`config.mk`:
```
export PLATFORM = sky130hd
export DESIGN_NAME = counter_load_ctrl
export DESIGN_NICKNAME = d
export VERILOG_FILES = /design/src/rtl/counter_ctrl_pkg.sv /design/src/rtl/rr_arb2.sv /design/src/rtl/counter_load_ctrl.sv
export SDC_FILE = /design/constraint.sdc
export NUM_CORES = 1
export LEC_CHECK = 0
export CAP_MARGIN = 10
export CORE_MARGIN = 1.5
export CORE_UTILIZATION = 38
export CTS_BUF_LIST = sky130_fd_sc_hd__clkbuf_16
export DETAILED_ROUTE_END_ITERATION = 8
export PLACE_DENSITY = 0.77
export SKIP_CTS_REPAIR_TIMING = 1
export SLEW_MARGIN = 20
export SYNTH_ARGS = -nofsm -noshare
export SYNTH_HDL_FRONTEND = slang
export SYNTH_HIERARCHICAL = 1
export SYNTH_SLANG_ARGS = --single-unit
```
`constraint.sdc`:
```
create_clock -name clk -period 4.2 [get_ports clk]
set_input_delay 0.42 -clock clk [delete_from_list [all_inputs] [get_ports clk]]
set_output_delay 0.42 -clock clk [all_outputs]
set_load 0.03 [all_outputs]
```
`src/rtl/counter_ctrl_pkg.sv`:
```
// Shared types and defaults for the counter load controller.
package counter_ctrl_pkg;

    localparam int unsigned DEFAULT_WIDTH = 8;
    localparam logic [7:0]  DEFAULT_LIMIT = 8'hFF;

    // Requests are eligible in StRun and blocked in StGuard.
    typedef enum logic {
        StRun   = 1'b0,
        StGuard = 1'b1
    } state_e;

endpackage

```
`src/rtl/rr_arb2.sv`:
```
// Two-way round-robin arbiter. Purely combinational; the pointer is held by the caller.
module rr_arb2 (
    input  logic [1:0] i_valid,
    input  logic       i_enable,
    input  logic       i_ptr,
    output logic [1:0] o_grant,
    output logic       o_ptr_next
);

    // Pick one requester; on contention the pointer decides, and the winner yields next time.
    always_comb begin
        o_grant    = 2'b00;
        o_ptr_next = i_ptr;
        if (i_enable) begin
            unique case (i_valid)
                2'b01:   o_grant = 2'b01;
                2'b10:   o_grant = 2'b10;
                2'b11:   o_grant = i_ptr ? 2'b10 : 2'b01;
                default: o_grant = 2'b00;
            endcase
        end
        if (o_grant[0]) begin
            o_ptr_next = 1'b1;
        end else if (o_grant[1]) begin
            o_ptr_next = 1'b0;
        end
    end

endmodule

```
`src/rtl/counter_load_ctrl.sv`:
```
// Drives the load port of an external counter: arbitrates two requesters, enforces a
// post-grant guard window and reloads the counter when it reaches the terminal value.
module counter_load_ctrl
    import counter_ctrl_pkg::*;
#(
    parameter int unsigned      WIDTH         = DEFAULT_WIDTH,
    parameter logic [WIDTH-1:0] LIMIT_DEFAULT = WIDTH'(DEFAULT_LIMIT),
    parameter int unsigned      GUARD_CYCLES  = 2
) (
    input  logic             clk,
    input  logic             rst_n,
    input  logic             i_req0_valid,
    input  logic [WIDTH-1:0] i_req0_data,
    output logic             o_req0_ready,
    input  logic             i_req1_valid,
    input  logic [WIDTH-1:0] i_req1_data,
    output logic             o_req1_ready,
    input  logic             i_cfg_limit_we,
    input  logic             i_cfg_reload_we,
    input  logic [WIDTH-1:0] i_cfg_data,
    input  logic [WIDTH-1:0] i_cnt_val,
    output logic             o_load,
    output logic [WIDTH-1:0] o_load_data,
    output logic             o_grant_id,
    output logic             o_wrap_pulse
);

    localparam int unsigned    GW         = (GUARD_CYCLES > 1) ? $clog2(GUARD_CYCLES) : 1;
    localparam logic [GW-1:0]  GUARD_INIT = (GUARD_CYCLES > 0) ? GW'(GUARD_CYCLES - 1) : '0;

    state_e           r_state;
    logic [GW-1:0]    r_guard_cnt;
    logic             r_rr_ptr;
    logic             r_grant_id;
    logic             r_wrap_pulse;
    logic [WIDTH-1:0] r_limit;
    logic [WIDTH-1:0] r_reload;

    logic       w_arb_en;
    logic [1:0] w_grant;
    logic       w_ptr_next;
    logic       w_granted;
    logic       w_wrap_hit;

    // Gating with rst_n keeps every combinational output quiet while reset is held.
    assign w_arb_en   = rst_n && (r_state == StRun);
    assign w_granted  = |w_grant;
    assign w_wrap_hit = rst_n && (i_cnt_val == r_limit);

    rr_arb2 u_arb (
        .i_valid    ({i_req1_valid, i_req0_valid}),
        .i_enable   (w_arb_en),
        .i_ptr      (r_rr_ptr),
        .o_grant    (w_grant),
        .o_ptr_next (w_ptr_next)
    );

    assign o_req0_ready = w_grant[0];
    assign o_req1_ready = w_grant[1];
    assign o_load       = w_granted || w_wrap_hit;
    assign o_grant_id   = r_grant_id;
    assign o_wrap_pulse = r_wrap_pulse;

    // Load value: requester data beats the auto-reload value.
    always_comb begin
        o_load_data = '0;
        if (w_grant[0]) begin
            o_load_data = i_req0_data;
        end else if (w_grant[1]) begin
            o_load_data = i_req1_data;
        end else if (w_wrap_hit) begin
            o_load_data = r_reload;
        end
    end

    // Guard FSM, arbitration pointer, config registers and registered status outputs.
    always_ff @(posedge clk or negedge rst_n) begin
        if (!rst_n) begin
            r_state      <= StRun;
            r_guard_cnt  <= '0;
            r_rr_ptr     <= 1'b0;
            r_grant_id   <= 1'b0;
            r_wrap_pulse <= 1'b0;
            r_limit      <= LIMIT_DEFAULT;
            r_reload     <= '0;
        end else begin
            if (i_cfg_limit_we) begin
                r_limit <= i_cfg_data;
            end
            if (i_cfg_reload_we) begin
                r_reload <= i_cfg_data;
            end
            r_wrap_pulse <= w_wrap_hit && !w_granted;
            if (w_granted) begin
                r_rr_ptr   <= w_ptr_next;
                r_grant_id <= w_grant[1];
            end
            case (r_state)
                StRun: begin
                    if (w_granted && (GUARD_CYCLES > 0)) begin
                        r_state     <= StGuard;
                        r_guard_cnt <= GUARD_INIT;
                    end
                end
                StGuard: begin
                    if (r_guard_cnt == '0) begin
                        r_state <= StRun;
                    end else begin
                        r_guard_cnt <= r_guard_cnt - GW'(1);
                    end
                end
                default: r_state <= StRun;
            endcase
        end
    end

endmodule
```
==> PnR_summary.wiki <==
{| class="wikitable"
! Metric !! Value
|-
| Slowest stage cell, crit path || sky130_fd_sc_hd__clkdlybuf4s50_1
|-
| Maxcap violations || 0
|-
| Number of synthesized flops with an enable pin || 0
|-
| Shortest clock period the worst path allows after layout || ~3.6 ns
|-
| Fin. Hold Viols || 0
|-
| Fraction of final layout cells with drive strength greater than 1 || between 20% and 30%
|-
| CTS H-tree depth || 1
|-
| CP Buf/Inv Count || 3
|-
| Net count of the finished layout || about 190
|-
| Placed Cells || ~170
|-
| Final count of negative-setup-slack endpoints || 0
|-
| Status || complete, no violations
|-
| Total track usage || a little under a fifth
|-
| Number of routed nets with antenna violations || 0
|-
| Crit share post-route || 85.2%
|-
| Pre-Repair DR Iteration Count || 4
|-
| Worst setup skew after layout || around 0.0047 ns
|-
| Min-Delay Path Class || reg -> reg
|-
| Clock root buffer || sky130_fd_sc_hd__clkbuf_16
|-
| Post-DP HPWL || 2250 um
|-
| Die width || 56.9 um
|-
| Post-route non-filler standard cell count || between 150 and 200
|-
| PwrDens || 433 mW/mm^2
|-
| Number of buffers created by CTS || 3
|-
| Area of the mapped netlist || about 0.0011 mm^2
|-
| Accumulated negative setup slack || 0 ns
|-
| Clock transition at path regs || roughly 0.060 ns
|-
| Peak fanout along the critical path || 7
|-
| Cell-by-cell trace of the critical path || clkdlybuf4s50_1 -> nor2b_1 -> nand2_1 -> a21oi_1 -> inv_1 -> nor2_1 -> a22o_1 -> a31o_2 -> clkdlybuf4s50_1
|-
| Chip Height || 56.9 um
|-
| Gate count of the mapped netlist || 94
|-
| Floorplan row count || 19
|-
| First-pass GRT wire length || between 4000 and 5000 um
|-
| Signed area change from the synthesized netlist to the final layout || 55.8%
|-
| Minimum setup slack among reg-to-reg paths || approximately 2.3 ns
|-
| Via count of the first global-routing pass || 978
|-
| Worst max-slew margin expressed relative to the limit || about half
|-
| Share of the yosys chip area belonging to registers || roughly half
|-
| Most numerous cell on the critical path || sky130_fd_sc_hd__clkdlybuf4s50_1
|-
| Type of the worst setup path || in -> out
|-
| Core Box Area || approximately 0.0028 mm^2
|-
| Worst IR drop on VDD || 0.000306 V
|-
| DRT iter0 DRCs || 18
|-
| Sinks on Clock Net || 21
|-
| Required time of the critical path || between 3 and 4 ns
|-
| Count of warnings emitted by yosys || 6
|-
| Largest incremental delay on the critical path || between 0.6 and 0.7 ns
|-
| Number of distinct standard cells referenced by the synthesized netlist || 23
|-
| Nature of the critical path startpoint || primary input
|-
| Transition time at the pin with the least slew margin || 0.758 ns
|-
| Ys async rst share || 100%
|-
| Standby leakage power || 0.694 nW
|-
| # DRC || 0
|-
| Detailed-route vias per instance || between 5 and 6
|-
| Via count || ~960
|-
| Remaining Overflow, GRT || 0
|-
| TritonCTS clock tree || done
|-
| Data arrival at the endpoint of the critical path || ~3.2 ns
|-
| Number of synthesized register bits || 21
|-
| Detail-routed net length per standard cell || 16.5 um
|-
| Count of inserted antenna diode cells || 0
|-
| Routability-driven placement congestion ratio || ~0.8
|-
| Most frequently used flop master after synthesis || sky130_fd_sc_hd__dfrtp_1
|-
| Number of primary I/O pins || 51
|-
| Maximum number of pins on one net before global-route repair || 24
|-
| Clock latency reported for the late side of the worst-skew pair || about 0.26 ns
|-
| Starting density of the core || 40.1%
|-
| Category of the worst setup path capture point || output pin
|-
| Die ar. || 0.00324 mm^2
|-
| Fin. max-slew vios || 0
|-
| Initial antenna violation count || 0
|-
| Highest achievable clock rate || around 0.28 GHz
|-
| Post-Syn Nets || between 100 and 150
|-
| Routed WL || approximately 2900 um
|-
| Synthesized area divided by synthesized cell count || between 10 and 15 um^2
|-
| Top delay family on crit path || buffers and inverters
|-
| Unrepaired setup endpoints after global routing || false
|-
| Max clock buf depth || 2
|-
| IO buf count || 50
|}
## layout by cell type, fill, tap and decap left out, drive strengths merged
cell           instances
a41o                   1
a21o                   1
nor4                   1
nor2b                  1
nor2                   2
nand2                  7
dfrtp                 13
nand2b                 1
mux2                  17
buf                    3
a21oi                  5
nand4                  1
and3                   1
xnor2                  8
a22o                   7
nor4b                  1
o21ai                  1
clkdlybuf4s50         49
nand3                  2
inv                    4
dfstp                  8
clkbuf                 3
a31o                   7
clkinv                 1
nor3                   1
## stage by stage
step | area (um^2) | hold slack [ns] | util, % | total power, mW | setup WS [ns]
floorplan | 1100 | 0.124 | - | 0.427 | 1.66
global placement | 1640 | 0.479 | 59.5 | 0.533 | 0.828
detailed placement | 1640 | 0.472 | 59.5 | 0.541 | 0.641
CTS | 1720 | 0.484 | 62.4 | 0.746 | 0.633
global route | 1720 | 0.510 | 62.4 | 0.773 | 0.472
finish | 1720 | 0.481 | 62.4 | 0.745 | 0.621
## worst paths after layout
check,start,end,cells after the start
setup / recovery,rst_n,o_load_data[7],9
hold / removal,o_grant_id,o_grant_id,1
setup reg to reg,r_state,r_rr_ptr,5
hold reg to reg,o_grant_id,o_grant_id,1
max in group asynchronous,rst_n,r_limit[1],2
min in group asynchronous,rst_n,r_reload[2],2
## where the power goes
| group | internal, mW | total [mW] | switching [mW] |
|---|---|---|---|
| logic | 0.134 | 0.272 | 0.138 |
| clock network | 0.128 | 0.206 | 0.0783 |
| registers | 0.243 | 0.267 | 0.0240 |
| total | 0.505 | 0.745 | 0.240 |
## area by class of cell
| class | instances | area [um^2] |
|---|---|---|
| clock buffer | 3 | 75.1 |
| clock inverter | 1 | 5.00 |
| fill | 217 | 1040 |
| inverter | 4 | 15.0 |
| multi-input combinational | 65 | 539 |
| sequential | 21 | 536 |
| tap | 31 | 38.8 |
| timing repair buffer | 52 | 513 |
## flip-flops by register name (all words and copies together) (netlist names)
register and cells:
r_reload 8, r_rr_ptr 1, r_limit 8, o_wrap_pulse 1
r_guard_cnt 1, o_grant_id 1, r_state 1
## logic make-up after synthesis
group,share of synthesized area (%)
AOI/OAI and AO/OA,15.7
xor gates and xnor gates,6.34
buffers and inverters,2.72
DFF,48.5
muxes,17.3
and+or+nand+nor,9.40
## per-layer routing
layer	vias up	track usage, %	part of all wire, %
met5	-	0	0
met4	0	7.97	1.7
met3	5	4.15	6.5
met2	38	31.0	49
met1	466	22.6	43
li1	446	-	-
## synthesized netlist by cell type, types with 2 or more instances
library cell,n,share of area [%]
sky130_fd_sc_hd__clkbuf_1,4,1.4
sky130_fd_sc_hd__a21oi_1,4,1.8
sky130_fd_sc_hd__nand2_1,7,2.4
sky130_fd_sc_hd__inv_1,4,1.4
sky130_fd_sc_hd__a31o_2,7,5.5
sky130_fd_sc_hd__dfstp_2,8,19
sky130_fd_sc_hd__dfrtp_1,13,29
sky130_fd_sc_hd__nand3_1,2,0.91
sky130_fd_sc_hd__mux2_2,17,17
sky130_fd_sc_hd__nor2_1,2,0.68
sky130_fd_sc_hd__a22o_1,7,5.5
sky130_fd_sc_hd__xnor2_1,8,6.3
(Power assumes the default switching activity.)
